File: src/rtl/freq_display_ctrl.sv
// freq_display_ctrl: accepts one binary count per valid/ready handshake and
// converts it to eight BCD digits with a serial double-dabble engine. It then
// sets the range decimal point and, optionally, blanks leading zeros. All
// digit/dp outputs and the overflow flag update together on the LOAD edge.
// Optional feature: define FREQ_DISP_LZB_EN to enable leading-zero blanking.
module freq_display_ctrl #(
    parameter int unsigned CNT_WIDTH  = 27,
    parameter logic [3:0]  BLANK_CODE = 4'hF
) (
    input  logic                 clk,
    input  logic                 rst,
    input  logic                 cnt_valid,
    output logic                 cnt_ready,
    input  logic [CNT_WIDTH-1:0] cnt_data,
    input  logic [1:0]           range_sel,
    output logic [3:0]           digit0,
    output logic [3:0]           digit1,
    output logic [3:0]           digit2,
    output logic [3:0]           digit3,
    output logic [3:0]           digit4,
    output logic [3:0]           digit5,
    output logic [3:0]           digit6,
    output logic [3:0]           digit7,
    output logic                 dp0,
    output logic                 dp1,
    output logic                 dp2,
    output logic                 dp3,
    output logic                 dp4,
    output logic                 dp5,
    output logic                 dp6,
    output logic                 dp7,
    output logic                 busy,
    output logic                 ovf
);

    typedef enum logic [1:0] {StIdle, StConv, StBlank, StLoad} state_t;

    localparam logic [31:0] SatMax = 32'd99_999_999;

    state_t               state_q, state_d;
    logic [CNT_WIDTH-1:0] bin_q;
    logic [31:0]          bcd_q;
    logic [5:0]           bit_cnt_q;
    logic [1:0]           range_q;
    logic                 ovf_pend_q;
    logic [31:0]          digit_pend_q;
    logic [7:0]           dp_pend_q;
    logic [31:0]          disp_q;
    logic [7:0]           dp_q;
    logic                 ovf_q;

    logic [31:0]          cnt_ext;
    logic                 sat;
    logic [31:0]          bcd_adj;
    logic [2:0]           dp_idx;
    logic                 dp_en;
    logic [7:0]           dp_vec;
    logic [7:0]           blank_mask;
    logic [31:0]          digit_vec;
`ifdef FREQ_DISP_LZB_EN
    logic [2:0]           msd;
`endif

    // FSM state register
    always_ff @(posedge clk or negedge rst) begin
        if (!rst) state_q <= StIdle;
        else      state_q <= state_d;
    end

    // FSM next-state logic; CONV runs exactly CNT_WIDTH cycles
    always_comb begin
        state_d = state_q;
        unique case (state_q)
            StIdle:  if (cnt_valid) state_d = StConv;
            StConv:  if (bit_cnt_q == 6'd1) state_d = StBlank;
            StBlank: state_d = StLoad;
            StLoad:  state_d = StIdle;
            default: state_d = StIdle;
        endcase
    end

    // FSM outputs
    always_comb begin
        cnt_ready = (state_q == StIdle);
        busy      = (state_q != StIdle);
    end

    // Capture saturation, double-dabble add-3 correction, dp and blanking vectors
    always_comb begin
        cnt_ext = 32'(cnt_data);
        sat     = (cnt_ext > SatMax);
        bcd_adj = bcd_q;
        for (int i = 0; i < 8; i++) begin
            if (bcd_q[4*i +: 4] >= 4'd5) bcd_adj[4*i +: 4] = bcd_q[4*i +: 4] + 4'd3;
        end
        dp_en  = 1'b0;
        dp_idx = 3'd0;
        case (range_q)
            2'd1:    begin dp_en = 1'b1; dp_idx = 3'd3; end
            2'd2:    begin dp_en = 1'b1; dp_idx = 3'd6; end
            default: begin dp_en = 1'b0; dp_idx = 3'd0; end
        endcase
        dp_vec = '0;
        if (dp_en) dp_vec[dp_idx] = 1'b1;
`ifdef FREQ_DISP_LZB_EN
        // With no dp, dp_idx is 0, so digit0 is still never blanked
        msd = 3'd0;
        for (int i = 1; i < 8; i++) begin
            if (bcd_q[4*i +: 4] != 4'd0) msd = 3'(i);
        end
        for (int i = 0; i < 8; i++) begin
            blank_mask[i] = (3'(i) > msd) && (3'(i) > dp_idx);
        end
`else
        blank_mask = '0;
`endif
        digit_vec = '0;
        for (int i = 0; i < 8; i++) begin
            digit_vec[4*i +: 4] = blank_mask[i] ? BLANK_CODE : bcd_q[4*i +: 4];
        end
    end

    // Datapath: capture, shift steps, pending vectors, single-edge output load
    always_ff @(posedge clk or negedge rst) begin
        if (!rst) begin
            bin_q        <= '0;
            bcd_q        <= '0;
            bit_cnt_q    <= '0;
            range_q      <= '0;
            ovf_pend_q   <= 1'b0;
            digit_pend_q <= '0;
            dp_pend_q    <= '0;
            disp_q       <= '0;
            dp_q         <= '0;
            ovf_q        <= 1'b0;
        end else begin
            case (state_q)
                StIdle: begin
                    if (cnt_valid) begin
                        // Saturated value fits whenever saturation can occur
                        bin_q      <= sat ? SatMax[CNT_WIDTH-1:0] : cnt_data;
                        range_q    <= range_sel;
                        ovf_pend_q <= sat;
                        bcd_q      <= '0;
                        bit_cnt_q  <= 6'(CNT_WIDTH);
                    end
                end
                StConv: begin
                    bcd_q     <= {bcd_adj[30:0], bin_q[CNT_WIDTH-1]};
                    bin_q     <= bin_q << 1;
                    bit_cnt_q <= bit_cnt_q - 6'd1;
                end
                StBlank: begin
                    digit_pend_q <= digit_vec;
                    dp_pend_q    <= dp_vec;
                end
                StLoad: begin
                    disp_q <= digit_pend_q;
                    dp_q   <= dp_pend_q;
                    ovf_q  <= ovf_pend_q;
                end
                default: ;
            endcase
        end
    end

    assign digit0 = disp_q[3:0];
    assign digit1 = disp_q[7:4];
    assign digit2 = disp_q[11:8];
    assign digit3 = disp_q[15:12];
    assign digit4 = disp_q[19:16];
    assign digit5 = disp_q[23:20];
    assign digit6 = disp_q[27:24];
    assign digit7 = disp_q[31:28];
    assign dp0    = dp_q[0];
    assign dp1    = dp_q[1];
    assign dp2    = dp_q[2];
    assign dp3    = dp_q[3];
    assign dp4    = dp_q[4];
    assign dp5    = dp_q[5];
    assign dp6    = dp_q[6];
    assign dp7    = dp_q[7];
    assign ovf    = ovf_q;

endmodule

File: config.mk
export PLATFORM = sky130hd
export DESIGN_NAME = freq_display_ctrl
export DESIGN_NICKNAME = d
export VERILOG_FILES = /design/src/rtl/freq_display_ctrl.sv
export SDC_FILE = /design/constraint.sdc
export NUM_CORES = 1
export LEC_CHECK = 0
export CELL_PAD_IN_SITES_DETAIL_PLACEMENT = 1
export CELL_PAD_IN_SITES_GLOBAL_PLACEMENT = 2
export CORE_MARGIN = 1.5
export CORE_UTILIZATION = 38
export DETAILED_ROUTE_END_ITERATION = 8
export GPL_ROUTABILITY_DRIVEN = 0
export HOLD_SLACK_MARGIN = 0.05
export PLACE_DENSITY = 0.77
export RECOVER_POWER = 100
export SLEW_MARGIN = 20
export SYNTH_ARGS = -nofsm -noshare
export SYNTH_HDL_FRONTEND = slang
export SYNTH_SLANG_ARGS = --single-unit
export TNS_END_PERCENT = 100
File: constraint.sdc
create_clock -name clk -period 1.9 [get_ports clk]
set_input_delay 0.38 -clock clk [delete_from_list [all_inputs] [get_ports clk]]
set_output_delay 0.38 -clock clk [all_outputs]
set_load 0.05 [all_outputs]
; Word-level counts from Yosys, hierarchy flattened
; Cells that the tools add are included.
; Widths: inputs -> output; s select.
[word_totals]
register_bits = 151
in_bits = 32
elab_cells = 70
[op_classes]
eq_ne = 8
addsub = 9
n_lt_le_gt_ge = 11
reduce_logical = 8
n_mux = 23
[op_table]
columns = operator, n
row1 = $pmux 32 s2, 1
row2 = $mux 27, 2
row3 = $pmux 27 s2, 1
row4 = $ge 4x3->1 const B, 8
row5 = $mux 32, 1
row6 = $add 4x2->4 const B, 7
row7 = $mux 4, 7
row8 = $gt 27x27->1 const B, 1
row9 = $pmux 6 s2, 1
row10 = $mux 8, 1
row11 = $pmux 2 s4, 1
row12 = $eq 2x2->1 const B, 3
row13 = $eq 6x1->1 const B, 1
row14 = $mux 6, 1
row15 = $pmux 3 s2, 1
row16 = $reduce_and 2->1, 3
row17 = $sub 6x1->6 const B, 1
row18 = $eq 2x1->1 const B, 2
row19 = $lt 3x4->1 const B, 1
row20 = $mux 2, 2
row21 = $ne 2x2->1 const B, 2
row22 = $reduce_bool 2->1, 2
row23 = $add 3x2->3 const B, 1
row24 = $demux 1 s3, 1
row25 = 6 further kinds, 7

; Longest topological paths before layout
; Gate-level depths: netlist (run 1).
[depth]
ltp_word = 7
depth_mapped = 9

; Least setup slack after synthesis (run 1)
; No wires, ideal clock.
[synth_timing]
path_kind = reg-to-reg
startpoint = register state_q[0]
endpoint = register bcd_q[27]
stages_incl_launch_ff = 9
t_required_ns = 1.778
setup_ns = 0.122
synth_period_minus_slack_ns = 2.169
setup_slack_ns = -0.269
arrival_ns = 2.047
cell_sequence = dfrtp_1 > inv_1 > ha_1 > buf_2 > nand2b_1 > nand2_1 > clkbuf_1 > o31ai_1 > a32o_1
[synth_between]
elab_chain_len = 3
elab_cells_between_ends = 6
cone_classes = eq/ne: 2 / mux: 1 / reduce/logical: 3
[synth_lines]
columns = item, line
row1 = from (decl), 40  ; state_t state_q, state_d;
row2 = from (signal assigned), 66  ; if (!rst) state_q <= StIdle;
row3 = from (signal assigned), 67  ; else state_q <= state_d;
row4 = $logic_not 2->1 *, n/a
row5 = via cnt_ready, 13  ; output logic cnt_ready,
row6 = $ne 2x2->1 (no source line) / $reduce_bool 2->1 (equally long branches), n/a
row7 = $reduce_and 2->1 (no source line), n/a
row8 = to (signal assigned), 149  ; bcd_q <= {bcd_adj[30:0], bin_q[CNT_WIDTH-1]};
row9 = to (decl), 42  ; logic [31:0] bcd_q;
; Mark *: on every way through the listed nets, which the timed path passes. The rest lies on a longest branch.
; A chain may end at the register's enable or synchronous reset.

; Worst setup path in the final report (run 1)
[layout_timing]
startpoint = register state_q[1]
endpoint = output busy
[layout_between]
elab_chain_len = 1
[layout_lines]
columns = item, line
row1 = $reduce_bool 2->1, 85  ; busy = (state_q != StIdle);
row2 = to (decl), 32  ; output logic busy,
; Every way passes these cells.

==> results of run 1 <==
[worst min-delay path: stages]
cell,delay [ns]
clkdlybuf4s50_1,0.39
inv_1,0.05
a21oi_1,0.05
[timing repair]
item                                   4_1_cts  5_1_grt
hold buffers                                 1        0
pin swaps                                    1        0
endpoints found under the hold margin       38        0
setup buffers                                2        0
resized for setup                           19        5
setup endpoints to repair                   19        4
[synthesized netlist by cell type, types with 3 or more instances]
master,instances,share of area (%)
o31ai_1,13,1.4
clkbuf_1,21,1.2
nor2_1,8,0.44
nand2b_1,9,0.83
buf_2,9,0.66
mux2i_1,6,0.88
a22o_1,4,0.51
o21ai_0,45,3.3
nand2_1,24,1.3
nor2b_1,4,0.37
dfrtp_1,151,56
a22oi_1,11,1.2
a32o_1,8,1.2
o21ai_1,3,0.22
a21oi_1,16,1.2
ha_1,26,4.8
nand3b_1,7,0.77
o32ai_1,7,0.90
mux2_2,82,14
a211oi_1,10,1.1
xnor2_1,9,1.2
xor2_1,9,1.2
o41ai_1,3,0.39
nand3_1,7,0.51
o22ai_1,8,0.74
inv_1,41,2.3
[sequential cells by signal, indices dropped and copies added (netlist names)]
| name | cells |
|---|---|
| dp_q | 8 |
| ovf_pend_q | 1 |
| state_q | 2 |
| bin_q | 27 |
| range_q | 2 |
| ovf | 1 |
| digit_pend_q | 32 |
| disp_q | 32 |
| bcd_q | 32 |
| dp_pend_q | 8 |
| bit_cnt_q | 6 |
[layout make-up]
class	instances	area [um^2]	area share, %
clock inverters	15	169	1.97
flip-flops and latches	151	3780	44.1
repair buffers	125	971	11.3
inverters	41	154	1.79
well taps	225	282	3.28
clock buffers	17	425	4.96
multi-input cells	335	2800	32.6
[placed cells by master (no fill, tap or decap), types with 10 or more instances in the layout]
master and instances:
a211oi_1 10, a21oi_1 16, a22oi_1 10, buf_4 38, clkbuf_1 27, clkbuf_16 17
clkdlybuf4s50_1 30, dfrtp_1 151, dlygate4sd2_1 17, ha_1 25, inv_1 40, mux2_2 81
nand2_1 24, o21ai_0 47, o31ai_1 13
[how the worst min path moves through the flow]
stage / depth (start not counted) / from / end
finish: 3 / cnt_data[2] / bin_q[2]
global route: 3 / cnt_data[3] / bin_q[3]
CTS: 2 / rst / dp_q[1]
detailed placement: 1 / rst / dp_q[1]
global placement: 1 / rst / dp_q[1]
floorplan: 0 / rst / bcd_q[0]
[through the flow]
stage	power (uW)	worst slack, ns	cell area, um^2
finish	13900	0.0807	8570
global route	14900	-0.0113	8570
CTS	14400	0.0347	8710
detailed placement	10900	-0.264	8110
global placement	10600	-0.204	8110
floorplan	8720	0.0332	6820
[per-layer routing]
layer / routed length, um / global-route usage (%)
met1: 6680 / 21.7
met2: 8030 / 31.5
met3: 401 / 3.37
met4: 284 / 7.37
met5: 0 / 0
[cells by family (layout without fill, tap and decap cells)]
family,after synthesis,in the layout,share of synthesized area (%)
muxes,88,88,14.5
xor gates and xnor gates,18,18,2.32
adders and majority gates,26,26,4.78
AOI/OAI and AO/OA,133,133,13.0
buffers and inverters,73,198,4.19
DFF,151,151,55.5
and+or+nand+nor,70,70,5.70
[power by group]
group          leakage [uW]  total [uW]  internal, uW  switching (uW)
Clock              0.000277        3420          1970            1450
Sequential          0.00200        4840          4200             637
Combinational       0.00173        5680          2230            3440
==> flow_metrics.tcl, run 1 <==
set metrics [dict create \
    syn_inst 559 \
    synthFlopType "dfrtp_1" \
    vias_per_cell 5.19 \
    drv_slew 0 \
    drv_cap 0 \
    synth_enable_flop_cells 0 \
    crit_slowest_cell "dfrtp_1" \
    grt_pass1_wl_um 26200 \
    start_kind "register" \
    wirelength_um 15400 \
    grt_pass1_vias 5224 \
    nFillCells 1818 \
    core-area_mm2 0.0174 \
    fmax_ghz 0.550 \
    clkSinkCount 151 \
    dp_cells 874 \
    slowest_delay_ns 0.39 \
    yosysSeqAreaShare_pct 55.5 \
    crit_start "state_q[1]" \
    chipWidth_um 137 \
    cp.depth 5 \
    finalHoldViolations 0 \
    io_buffers 74 \
    numCtsBuffers 17 \
    status "finished, final reports clean" \
    ant_nets 0 \
    io-pin-count 75 \
    slew_headroom_pct 25.8 \
    grt_max_degree 43 \
    crit_family "buffers and inverters" \
    wire_per_inst_um 16.9 \
    grt_util_all_layers_pct 18.0 \
    worstPathCellList "inv_2 -> ha_4 -> buf_4 -> inv_1 -> buf_4" \
    drtIter0Drc 220 \
    timing.critical_path.mode_cell "buf_4" \
    clk_pin_slew_ns 0.07 \
    die_y_um 137 \
    rrSetupSlack_ns 0.10 \
    crit_type "reg -> out" \
    place_hpwl_um 10900 \
    ff2ff_path_depth 8 \
    yosys_warnings 0 \
    clockBufferDepth 2 \
    synth-seq-cells 151 \
    h-tree-depth 4 \
    dr.pass1.iters 4 \
    critical_path_buf_inv_count 4 \
    fin_util_pct 49.2 \
    fin_hold_ws_ns 0.481 \
    dieArea_mm2 0.0187 \
    cts_tree "yes" \
    rr_endpoint "bin_q[10]" \
    root_buffer "clkbuf_16" \
    area_growth_pct 26.0 \
    leakage_uw 0.00400 \
    ys_types 41 \
    insertion_delay_ns 0.43 \
    drc 0 \
    setup_viol_count_final 0 \
    r2r_start "state_q[1]" \
    crit_arrival_ns 1.44 \
    period_share_pct 95.8 \
    overflow 0 \
    netlist_area_mm2 0.00680 \
    antenna_found_initial 0 \
    end_kind "output port" \
    ir_worst_vdd_uv 876 \
    vias 4714 \
    instances_no_fill 909 \
    worst_slew_pin_slew_ns 1.11 \
    crit_required_ns 1.52 \
    async_flop_share_pct 100 \
    crit_fanout 3 \
    power_density_mw_per_mm2 1630 \
    period_minus_slack_ns 1.82 \
    syn_avg_cell_area_um2 12.2 \
    layout.nets 729 \
    drive_above_1_share_pct 25.9 \
    setup_tns_ns 0 \
    hold_path.class "in -> reg" \
    antenna_cells 0 \
    row_count 48 \
    worstSetupEndpoint "busy" \
    start_util_pct 39.1 \
    syn_nets 617 \
    clock_skew_ns 0.00950 \
]
Power figures use the tool's default switching activity.
==> run 2: changes to the inputs <==
Settings changed: CTS_CLUSTER_DIAMETER set to 80.
==> results of run 2 <==
The final DEF is identical to that of run 1; final timing and power are the same.
==> run 3: changes to the inputs <==
Settings changed: CELL_PAD_IN_SITES_GLOBAL_PLACEMENT 2 to 1, CORE_ASPECT_RATIO set to 1.25, CORE_UTILIZATION 38 to 46, GPL_TIMING_DRIVEN set to 0, PLACE_DENSITY 0.77 to 0.78.
==> run 3 against run 2 <==
Effect of this change:
- clock-buffer cell count up 6
- sequential power up 1%
- combinational power up 5.6%
- register-to-register slack worse by 0.05 ns
- first-iteration DRC count up 11%
- clock power up 5%
- non-clock buffer count down 16
- clock skew down 0.0040 ns
- global-route usage up 4.6 points
- wire length up 7.5%
- critical path type unchanged
==> flow_metrics.tcl, run 3 (synthesis results as in run 1) <==
set metrics [dict create \
    start_kind "register" \
    crit_arrival_ns 1.48 \
    insertion_delay_ns 0.43 \
    drive_above_1_share_pct 25.7 \
    die_y_um 139 \
    power.internal_uw 8820 \
    finalHoldViolations 0 \
    h-tree-depth 4 \
    clkSinkCount 151 \
    pwr-share-seq_pct 33.8 \
    final_cell_area_mm2 0.00856 \
    crit_fanout 7 \
    crit_required_ns 1.52 \
    grt_pass1_wl_um 27400 \
    clockBufferDepth 2 \
    grt_util_all_layers_pct 22.6 \
    numCtsBuffers 17 \
    clock_skew_ns 0.00553 \
    io_buffers 74 \
    power_density_mw_per_mm2 1690 \
    slew_headroom_pct 55.6 \
    grt_max_degree 90 \
    drc 0 \
    dieArea_mm2 0.0155 \
    p_switching_uw 5680 \
    chipWidth_um 112 \
    wl_met2_um 9120 \
    overflow 0 \
    clkPwrFrac_pct 24.8 \
    p_sw_share_pct 39.2 \
    instances_no_fill 846 \
    cts_tree "yes" \
    pre_cts_ws_ns -0.461 \
    period_minus_slack_ns 1.86 \
    core-area_mm2 0.0144 \
    worst_slew_pin_slew_ns 0.667 \
    place_hpwl_um 11300 \
    ant_nets 0 \
    period_share_pct 98.1 \
    fmax_ghz 0.537 \
    finalWorstSetupSlack_ns 0.0367 \
    leakage_uw 0.00412 \
    area_growth_pct 25.9 \
    status "finished, final reports clean" \
    ir_worst_vdd_uv 849 \
    drt-met1-wl_um 6500 \
    wl_met3_um 496 \
    clk_pin_slew_ns 0.06 \
    wirelength_um 16600 \
    drv_slew 0 \
    final_common_cell "dfrtp_1" \
    drtIter0Drc 244 \
    row_count 49 \
    crit_type "reg -> out" \
    dp_cells 812 \
    drv_cap 0 \
    hold_path.class "reg -> reg" \
    nFillCells 1467 \
    root_buffer "clkbuf_16" \
    grt_pass1_vias 5347 \
    vias_per_cell 5.66 \
    final_cell_mix "dfrtp_1 (150), mux2_2 (81), dlygate4sd2_1 (41)" \
    largestRegisters "bcd_q: 32 flops, digit_pend_q: 32 flops, disp_q: 32 flops" \
    io-pin-count 75 \
    ff_latch_area_mm2 0.00378 \
    highest_layer "met4" \
    setup_viol_count_final 0 \
    wire_per_inst_um 19.6 \
    multi_input_area_mm2 0.00285 \
    end_kind "output port" \
    antenna_found_initial 0 \
    dr.pass1.iters 4 \
    start_util_pct 47.2 \
    vias 4789 \
    layout.nets 713 \
    antenna_cells 0 \
    placed_area_mm2 0.00782 \
    power_frac_comb_pct 41.4 \
]
-- run 3: cell count changes in the layout (fill, tap and decap cells not counted), sizes merged --
cell,change
clkinvlp,-5
clkinv,+3
dlygate4sd2,+24
inv,-6
buf,-23
clkbuf,-11
bufinv,+2
-- run 3: worst paths after layout --
path / startpoint / to / slack [ns] / cells past startpoint
worst max-delay path: state_q[0] / busy / 0.04 / 5
worst min-delay path: bin_q[18] / bin_q[18] / 0.48 / 2
worst max register to register: state_q[0] / bin_q[9] / 0.05 / 6
worst min register to register: bin_q[18] / bin_q[18] / 0.48 / 2
max in group asynchronous: rst / bin_q[3] / 0.37 / 3
min in group asynchronous: rst / disp_q[22] / 0.54 / 2
-- run 3: through the flow --
| stage | utilization, % | hold WS [ns] | TNS [ns] | total power, uW |
|---|---|---|---|---|
| 2_1_floorplan | - | 0.0844 | 0 | 8720 |
| 4_1_cts | 58.8 | 0.473 | 0 | 14400 |
| 3_5_place_dp | 54.3 | 0.440 | -24.12 | 10600 |
| 6_report | 59.4 | 0.481 | 0 | 14500 |
| 3_3_place_gp | 54.0 | 0.459 | -841.48 | 10300 |
| 5_1_grt | 59.4 | 0.497 | -0.211 | 15300 |
-- run 3: per-layer routing --
| metal | up-vias | GRT usage (%) |
|---|---|---|
| met5 | - | 0 |
| met4 | 0 | 8.39 |
| met3 | 35 | 5.20 |
| met2 | 97 | 41.2 |
| met1 | 2466 | 25.5 |
| li1 | 2191 | - |
-- run 3: worst max-delay path, stage by stage (launching register included) --
cell     delay [ns]
dfrtp_2        0.44
inv_2          0.10
ha_4           0.17
buf_8          0.13
inv_1          0.05
buf_4          0.18
-- run 3: repair_timing --
| item | 4_1_cts | 5_1_grt |
|---|---|---|
| hold buffers | 1 | 0 |
| endpoints found under the setup margin | 157 | 74 |
| hold endpoints to repair | 88 | 0 |
| setup buffers | 2 | 1 |
| resized for setup | 82 | 34 |
-- run 3: layout make-up --
| class | instances | share of cell area [%] |
|---|---|---|
| tap | 178 | 2.60 |
| inverter | 41 | 1.80 |
| clock inverter | 9 | 1.69 |
| clock buffer | 23 | 5.70 |
| sequential | 151 | 44.1 |
| buffer | 30 | 2.24 |
| multi-input combinational | 335 | 33.3 |
| timing repair buffer | 79 | 8.53 |
-- run 3: power by group through the flow --
stage          Clock [uW]  Combinational [uW]  Sequential (uW)
2_1_floorplan           0                3140             5570
3_3_place_gp            0                5460             4850
3_5_place_dp            0                5720             4920
4_1_cts              3670                5840             4880
5_1_grt              3790                6490             5030
6_report             3600                6000             4900
